==> src/rtl/bitstream_sweep_ctrl.sv <==
// bitstream_sweep_ctrl: steps a stochastic-bitstream generator input x from
// x_start to x_end (wrapping mod 2^WIDTH), optionally discards a settle
// interval after each x change, counts ones on bit_in over 2^WINDOW_LOG2
// cycles and offers {res_x, res_count} on a valid/ready port.
// Optional feature macro: BITSTREAM_SWEEP_SETTLE_EN (settle interval present).
module bitstream_sweep_ctrl #(
    parameter int WIDTH         = 8,
    parameter int WINDOW_LOG2   = 8,
    parameter int SETTLE_CYCLES = 4
) (
    input  logic                   clk,
    input  logic                   n_rst,
    input  logic                   start,
    input  logic                   abort,
    input  logic [WIDTH-1:0]       x_start,
    input  logic [WIDTH-1:0]       x_end,
    input  logic                   bit_in,
    output logic [WIDTH-1:0]       x_out,
    output logic                   busy,
    output logic                   res_valid,
    input  logic                   res_ready,
    output logic [WIDTH-1:0]       res_x,
    output logic [WINDOW_LOG2:0]   res_count,
    output logic                   done
);

`ifdef BITSTREAM_SWEEP_SETTLE_EN
    typedef enum logic [1:0] {ST_IDLE, ST_SETTLE, ST_COUNT, ST_HOLD} state_t;
    // Every x change re-enters the settle interval first.
    localparam state_t ST_FIRST = ST_SETTLE;
    localparam int SETTLE_W = (SETTLE_CYCLES > 1) ? $clog2(SETTLE_CYCLES) : 1;
    localparam logic [SETTLE_W-1:0] SETTLE_LAST = SETTLE_W'(SETTLE_CYCLES - 1);
    logic [SETTLE_W-1:0] settle_q;
`else
    typedef enum logic [1:0] {ST_IDLE, ST_COUNT, ST_HOLD} state_t;
    localparam state_t ST_FIRST = ST_COUNT;
    // Settle length is meaningless without the settle state.
    logic unused_settle_cfg;
    assign unused_settle_cfg = (SETTLE_CYCLES != 0);
`endif

    state_t                 state_q;
    logic [WIDTH-1:0]       x_out_q;
    logic [WIDTH-1:0]       x_end_q;
    logic [WINDOW_LOG2:0]   cnt_q;
    logic [WINDOW_LOG2-1:0] samp_q;
    logic                   busy_q;
    logic                   res_valid_q;
    logic [WIDTH-1:0]       res_x_q;
    logic [WINDOW_LOG2:0]   res_count_q;
    logic                   done_q;

    logic [WIDTH-1:0]       x_next_d;
    logic [WINDOW_LOG2:0]   cnt_d;

    // Counter is one bit wider than the window index so an all-ones window
    // reaches exactly 2^WINDOW_LOG2 without wrapping.
    assign cnt_d    = cnt_q + {{WINDOW_LOG2{1'b0}}, bit_in};
    assign x_next_d = x_out_q + 1'b1;

    // Sweep sequencer: state, x stepping, window counting and result port.
    // NOTE: all state is assigned with <= so every register updates from
    // the pre-edge values, independent of statement order in this block.
    always_ff @(posedge clk or negedge n_rst) begin
        if (!n_rst) begin
            state_q     <= ST_IDLE;
            x_out_q     <= '0;
            x_end_q     <= '0;
            cnt_q       <= '0;
            samp_q      <= '0;
            busy_q      <= 1'b0;
            res_valid_q <= 1'b0;
            res_x_q     <= '0;
            res_count_q <= '0;
            done_q      <= 1'b0;
`ifdef BITSTREAM_SWEEP_SETTLE_EN
            settle_q    <= '0;
`endif
        end else begin
            done_q <= 1'b0;
            if (abort) begin
                // Abort wins over start and handshake; x_out keeps its value.
                state_q     <= ST_IDLE;
                busy_q      <= 1'b0;
                res_valid_q <= 1'b0;
            end else begin
                case (state_q)
                    ST_IDLE: begin
                        if (start) begin
                            x_out_q  <= x_start;
                            x_end_q  <= x_end;
                            cnt_q    <= '0;
                            samp_q   <= '0;
                            busy_q   <= 1'b1;
                            state_q  <= ST_FIRST;
`ifdef BITSTREAM_SWEEP_SETTLE_EN
                            settle_q <= '0;
`endif
                        end
                    end
`ifdef BITSTREAM_SWEEP_SETTLE_EN
                    ST_SETTLE: begin
                        if (settle_q == SETTLE_LAST) begin
                            state_q <= ST_COUNT;
                        end else begin
                            settle_q <= settle_q + 1'b1;
                        end
                    end
`endif
                    ST_COUNT: begin
                        cnt_q  <= cnt_d;
                        samp_q <= samp_q + 1'b1;
                        if (samp_q == '1) begin
                            res_count_q <= cnt_d;
                            res_x_q     <= x_out_q;
                            res_valid_q <= 1'b1;
                            state_q     <= ST_HOLD;
                        end
                    end
                    ST_HOLD: begin
                        if (res_ready) begin
                            res_valid_q <= 1'b0;
                            if (x_out_q == x_end_q) begin
                                done_q  <= 1'b1;
                                busy_q  <= 1'b0;
                                state_q <= ST_IDLE;
                            end else begin
                                x_out_q  <= x_next_d;
                                cnt_q    <= '0;
                                samp_q   <= '0;
                                state_q  <= ST_FIRST;
`ifdef BITSTREAM_SWEEP_SETTLE_EN
                                settle_q <= '0;
`endif
                            end
                        end
                    end
                    default: begin
                        state_q <= ST_IDLE;
                    end
                endcase
            end
        end
    end

    assign x_out     = x_out_q;
    assign busy      = busy_q;
    assign res_valid = res_valid_q;
    assign res_x     = res_x_q;
    assign res_count = res_count_q;
    assign done      = done_q;

endmodule

==> config.mk <==
export PLATFORM = sky130hd
export DESIGN_NAME = bitstream_sweep_ctrl
export DESIGN_NICKNAME = d
export VERILOG_FILES = /design/src/rtl/bitstream_sweep_ctrl.sv
export SDC_FILE = /design/constraint.sdc
export NUM_CORES = 1
export LEC_CHECK = 0
export CAP_MARGIN = 20
export CORE_MARGIN = 8
export CORE_UTILIZATION = 56
export DETAILED_ROUTE_END_ITERATION = 8
export PLACE_DENSITY = 0.85
export SETUP_SLACK_MARGIN = 0.15
export SLEW_MARGIN = 20
export SYNTH_ARGS = -nofsm -noshare
export SYNTH_HDL_FRONTEND = slang
export SYNTH_SLANG_ARGS = --single-unit
==> constraint.sdc <==
create_clock -name clk -period 4.1 [get_ports clk]
set_clock_uncertainty 0.15 [all_clocks]
set_input_delay 0.82 -clock clk [delete_from_list [all_inputs] [get_ports clk]]
set_output_delay 0.82 -clock clk [all_outputs]
set_load 0.03 [all_outputs]
==> Word-level counts from Yosys, hierarchy flattened <==
Index checks and enable logic that the tools add are counted.
Widths: inputs -> output; s select.
{ "op_classes": {"add_sub_neg": 3, "eq_ne": 11, "muxes": 31, "bitwise_logic": 1, "reduce_logical": 12} }
{ "op_table": {"columns": ["op", "n"], "rows": [
  ["$mux 8", 6],
  ["$mux 9", 3],
  ["$pmux 9 s3", 1],
  ["$pmux 8 s3", 1],
  ["$add 8x1->8 const B", 2],
  ["$pmux 8 s2", 1],
  ["$mux 1", 12],
  ["$ne 3x3->1 const B", 4],
  ["$reduce_and 3->1", 4],
  ["$reduce_and 5->1", 2],
  ["$add 9x1->9", 1],
  ["$reduce_bool 3->1", 3],
  ["$eq 8x8->1", 1],
  ["$eq 8x8->1 const B", 1],
  ["$mux 2", 4],
  ["$ne 2x2->1 const B", 3],
  ["$pmux 2 s3", 1],
  ["$pmux 1 s2", 2],
  ["$reduce_and 4->1", 1],
  ["$eq 2x1->1 const B", 1],
  ["$eq 2x2->1 const B", 1],
  ["$logic_not 2->1", 1],
  ["$reduce_bool 2->1", 1],
  ["$not 1->1", 1]
]} }
{ "totals": {"regBits": 55, "inputBits": 22, "output_inout_bits": 28, "wordCells": 68} }

==> Longest topological paths before layout <==
{ "logic_depth": {"ltp_word": 5, "depth_mapped": 7, "ltp_nobuf": 7} }

==> Worst setup path after synthesis <==
Ideal clock, no wire load.
{ "synth_path": {"kind": "input-to-reg", "from": "input bit_in", "to": "register cnt_q[8]", "t_arrival_ps": 2140, "required_time_ps": 3832, "path_slack_ps": 1691, "cell_stages": 7, "path_buffers": 0, "path_cell_list": "ha_1 ha_1 and3_1 and3_1 nand3_1 a211o_1 a21o_1"} }
{ "synth_via": {"elab_chain_len": 2} }
{ "synth_rtl": {"columns": ["element", "line_no", "text"], "rows": [
  ["start: declaration", "17", "input logic bit_in,"],
  ["$add 9x1->9", "58", "assign cnt_d = cnt_q + {{WINDOW_LOG2{1'b0}}, bit_in};"],
  ["$pmux 9 s3", "87", "case (state_q)"],
  ["end signal: assignment", "111", "cnt_q <= cnt_d;"],
  ["end: declaration", "45", "logic [WINDOW_LOG2:0] cnt_q;"]
]} }
No other way between the ends.
A chain may end at the register's enable or synchronous reset.

==> Worst setup path after layout <==
{ "layout_path": {"from": "input abort", "to": "register res_count_q[3] (netlist: res_count[3])"} }
{ "layout_via": {"elab_chain_len": 2} }
{ "layout_rtl": {"columns": ["element", "line_no", "text"], "rows": [
  ["start: declaration", "14", "input logic abort,"],
  ["$not 1->1 (no line)", null, null],
  ["$reduce_and 3->1 (no line)", null, null],
  ["end signal: assignment", "114", "res_count_q <= cnt_d;"],
  ["end: declaration", "50", "logic [WINDOW_LOG2:0] res_count_q;"]
]} }
No other way between the ends.

==> impl_summary.txt <==
----------------------------------------------------
[CTS]
  Post-CTS setup repair buffer count ... 0
  CTS Hold Bufs ... 0
  CTS Root Buffer Type ... sky130_fd_sc_hd__clkbuf_8
  Post-CTS sizing ... 0
  Maximum buffer depth of the clock tree ... 2
  Number of H-tree levels ... 2
  Clock tree from TritonCTS ... done
  Clock edge transition at the registers on the reported setup and hold paths ... 0.09 ns
  Clock net sink count ... 55
  Inserted Clock Buffers ... 5
  Clk_lat worst skew ... 0.31 ns

[STA]
  Number of setup violations in the final report ... 0
  Post-layout minimum cycle time ... 3.068 ns
  Final count of pins violating max slew ... 0
  Portion of the clock cycle consumed by the worst path in the final layout ... 0.7482
  Final number of hold-violating endpoints ... 0
  Setup TNS after final layout ... 0 ns
  Worst max-slew margin expressed relative to the limit ... 0.3371
  Highest attainable clock frequency ... 326.0 MHz
  Least-Margin Pin Slew ... 0.9788 ns
  RSZ-0062 raised after global routing ... false
  Final worst setup slack ... 1.032 ns

[Yosys]
  Number of synthesized flops with an enable pin ... 0
  Dominant synthesized flop cell ... sky130_fd_sc_hd__dfrtp_1
  Syn Inst Count ... 282
  Register bit total from synthesis ... 55
  Post-synthesis sequential area ratio ... 0.5048
  Cell Area, Synth ... 0.002726 mm²
  Number of distinct library cells after synthesis ... 45
  Mapped Nets ... 308
  FFs w/ async S/R, synth ... 1.000
  Count of synthesis-stage warnings from yosys ... 0
  Mean instance size in the synthesized netlist ... 9.668 µm²

[Floorplan]
  Die extent in x ... 85.78 µm
  Die outline height ... 85.78 µm
  Initial cell density of the core ... 0.5772
  IO Count ... 50
  Number of standard-cell rows in the floorplan ... 25
  Placeable core area ... 0.004723 mm²
  Die area ... 0.007357 mm²

[Critical path]
  Largest delay share family, worst path ... simple AND/OR/NAND/NOR gates
  Capture point of the critical path ... res_count[3]$_DFFE_PN0P_
  Crit path capture type ... flop
  Crit-path slowest cell ... sky130_fd_sc_hd__nor3_2
  Slowest Stage Delay on Critical Path ... 0.77 ns
  Maximum fanout count along the critical path ... 14
  Critical path arrival ... 3.15 ns
  Category of the worst setup path launch point ... input port
  Endpoint of the worst-slack reg-to-reg timing path ... res_count[3]$_DFFE_PN0P_
  Combined buffer and inverter count along the critical path ... 2
  R2R Path Start ... state_q[1]$_DFFE_PN0P_
  Cell Chain, Critical Path ... clkdlybuf4s50_1 > nor2_1 > nand2_1 > nor3_2 > buf_4 > nor2_1 > a21oi_1
  Worst R2R Path Depth ... 6
  Crit Path Category ... input port to flop
  Crit path depth ... 7
  Data required time of the critical path ... 4.19 ns
  Origin of the worst setup path ... abort
  Most frequent CP cell ... sky130_fd_sc_hd__nor2_1
  Register-to-register path setup slack ... 1.64 ns

[Power and ir drop]
  P_int ... 0.0009244 W
  Sw frac ... 0.3030
  Areal power density over the cells ... 392.1 mW/mm²
  Lkg Pwr ... 1.496 nW
  Clock network fraction of total power ... 0.276
  Sequential share of power ... 0.503
  Net switching component of the power ... 0.0004020 W
  Comb power frac ... 0.221
  Worst ir drop on vdd ... 0.3335 mV

[Routing]
  Number of detailed-route iterations in the first pass ... 4
  Mean routed wirelength per cell ... 16.11 µm
  Drt drc ... 0
  Vias per cell ... 5.756
  Post-detailed-route count of antenna-violating nets ... 0
  Iteration-0 DRC count of the detailed router ... 161
  Via count ... 2291
  Final routed wirelength across all metal layers ... 6.413 mm

[Final layout]
  Highest-count cells in the layout ignoring fill and taps ... sky130_fd_sc_hd__dfrtp_1, sky130_fd_sc_hd__clkdlybuf4s50_1, sky130_fd_sc_hd__nand2_1, sky130_fd_sc_hd__nor2_1, sky130_fd_sc_hd__a21oi_1
  Most common cell after layout, fill and taps aside ... sky130_fd_sc_hd__dfrtp_1
  Number of nets in the final layout ... 356
  Share of final-layout standard cells stronger than drive strength 1 ... 0.08157
  Post-layout util ... 0.7163
  Antenna diode instance count ... 0
  Area growth, synth to finish ... 24.09%

[Run]
  Count of maximum capacitance violations ... 0

[Global route]
  First-pass GRT wire length ... 11.11 mm
  Number of global-route vias before repair ... 2263
  Gr ovfl total ... 0
  Tot GR Track Use ... 0.1890
  Initial antenna violation count ... 0
  Pin count of the biggest net entering global routing ... 31

[Outcome]
  Status ... complete, no violations

[Place]
  Final HPWL DP ... 4.816 mm
  RePlAce Congestion ... 0.8989
  Minimum setup slack after placement ... 0.7243 ns
  Total of buffers placed on input and output ports ... 49

[Hold path]
  Worst min path class ... input port to async pin

----------------------------------------------------
[power by group through the flow]
stage          logic [W]  clock network [W]  registers [W]
2_1_floorplan   0.000150                  0       0.000694
3_3_place_gp    0.000283                  0       0.000673
3_5_place_dp    0.000293                  0       0.000676
4_1_cts         0.000294           0.000374       0.000665
5_1_grt         0.000322           0.000395       0.000676
6_report        0.000293           0.000366       0.000667
[final cells by class]
class / instances / area (µm²)
clock buffers: 6 / 82.58
clock inverters: 2 / 35.03
fillers: 371 / 1340
inverters: 7 / 26.28
multi-input cells: 209 / 1271
flip-flops and latches: 55 / 1376
well taps: 67 / 83.83
repair buffers: 52 / 508.0
[synthesized netlist by cell type, drive strengths merged, types with 5 or more instances]
master,number,area (µm²)
mux2,10,112.6
buf,8,41.29
xnor2,12,105.1
inv,7,26.28
nor3,11,65.06
o21ai,10,50.05
and3,6,37.54
or3,5,31.28
dfrtp,55,1376
nor2,34,137.6
a31oi,10,62.56
nand2,40,150.1
a21oi,17,85.08
nand3,6,30.03
[routing by layer]
metal	global-route usage	up-vias	share of wire
met3	0.03438	11	0.054
met1	0.2570	1094	0.45
met5	0	-	0
li1	-	1109	-
met2	0.2934	77	0.47
met4	0.06847	0	0.016
[logic make-up after synthesis]
logic type                 count (synthesis)  share of synthesized area
and+or+nand+nor                          113                     0.1909
muxes                                     13                    0.05232
AOI/OAI and AO/OA                         64                     0.1565
buffers and inverters                     18                    0.02891
adders and majority gates                  4                    0.01836
DFF                                       55                     0.5048
xor gates and xnor gates                  15                    0.04819
[worst min path at each step]
| stage | start | end | slack, ns | depth (start not counted) |
|---|---|---|---|---|
| after floorplan | samp_q[6]$_DFFE_PN0P_ | samp_q[6]$_DFFE_PN0P_ | 0.30 | 1 |
| after global placement | samp_q[6]$_DFFE_PN0P_ | samp_q[6]$_DFFE_PN0P_ | 0.32 | 1 |
| after detailed placement | samp_q[7]$_DFFE_PN0P_ | samp_q[7]$_DFFE_PN0P_ | 0.33 | 1 |
| after CTS | samp_q[7]$_DFFE_PN0P_ | samp_q[7]$_DFFE_PN0P_ | 0.34 | 1 |
| after global routing | samp_q[7]$_DFFE_PN0P_ | samp_q[7]$_DFFE_PN0P_ | 0.37 | 1 |
| final | n_rst | x_end_q[1]$_DFFE_PN0P_ | 0.34 | 1 |
[flip-flops by register name, indices dropped and copies added, names as in the netlist]
name       count
res_x          8
busy           1
samp_q         8
done           1
x_end_q        8
state_q        2
res_valid      1
x_out          8
cnt_q          9
res_count      9
[worst register-to-register path, stage by stage, from the launching register on]
cell and delay, ns:
sky130_fd_sc_hd__dfrtp_1 0.51, sky130_fd_sc_hd__nor2_1 0.18, sky130_fd_sc_hd__nand2_1 0.29, sky130_fd_sc_hd__nor3_2 0.78
sky130_fd_sc_hd__buf_4 0.31, sky130_fd_sc_hd__nor2_1 0.06, sky130_fd_sc_hd__a21oi_1 0.12
[stage by stage]
step / cell area (µm²) / power [W] / instances / hold WS, ns
CTS: 3383 / 0.001333 / 398 / 0.3427
global placement: 3266 / 0.0009567 / 390 / 0.3191
finish: 3383 / 0.001326 / 398 / 0.3397
detailed placement: 3266 / 0.0009686 / 390 / 0.3303
global route: 3383 / 0.001394 / 398 / 0.3682
floorplan: 2726 / 0.0008433 / 282 / 0.2965
(Power assumes the default switching activity.)
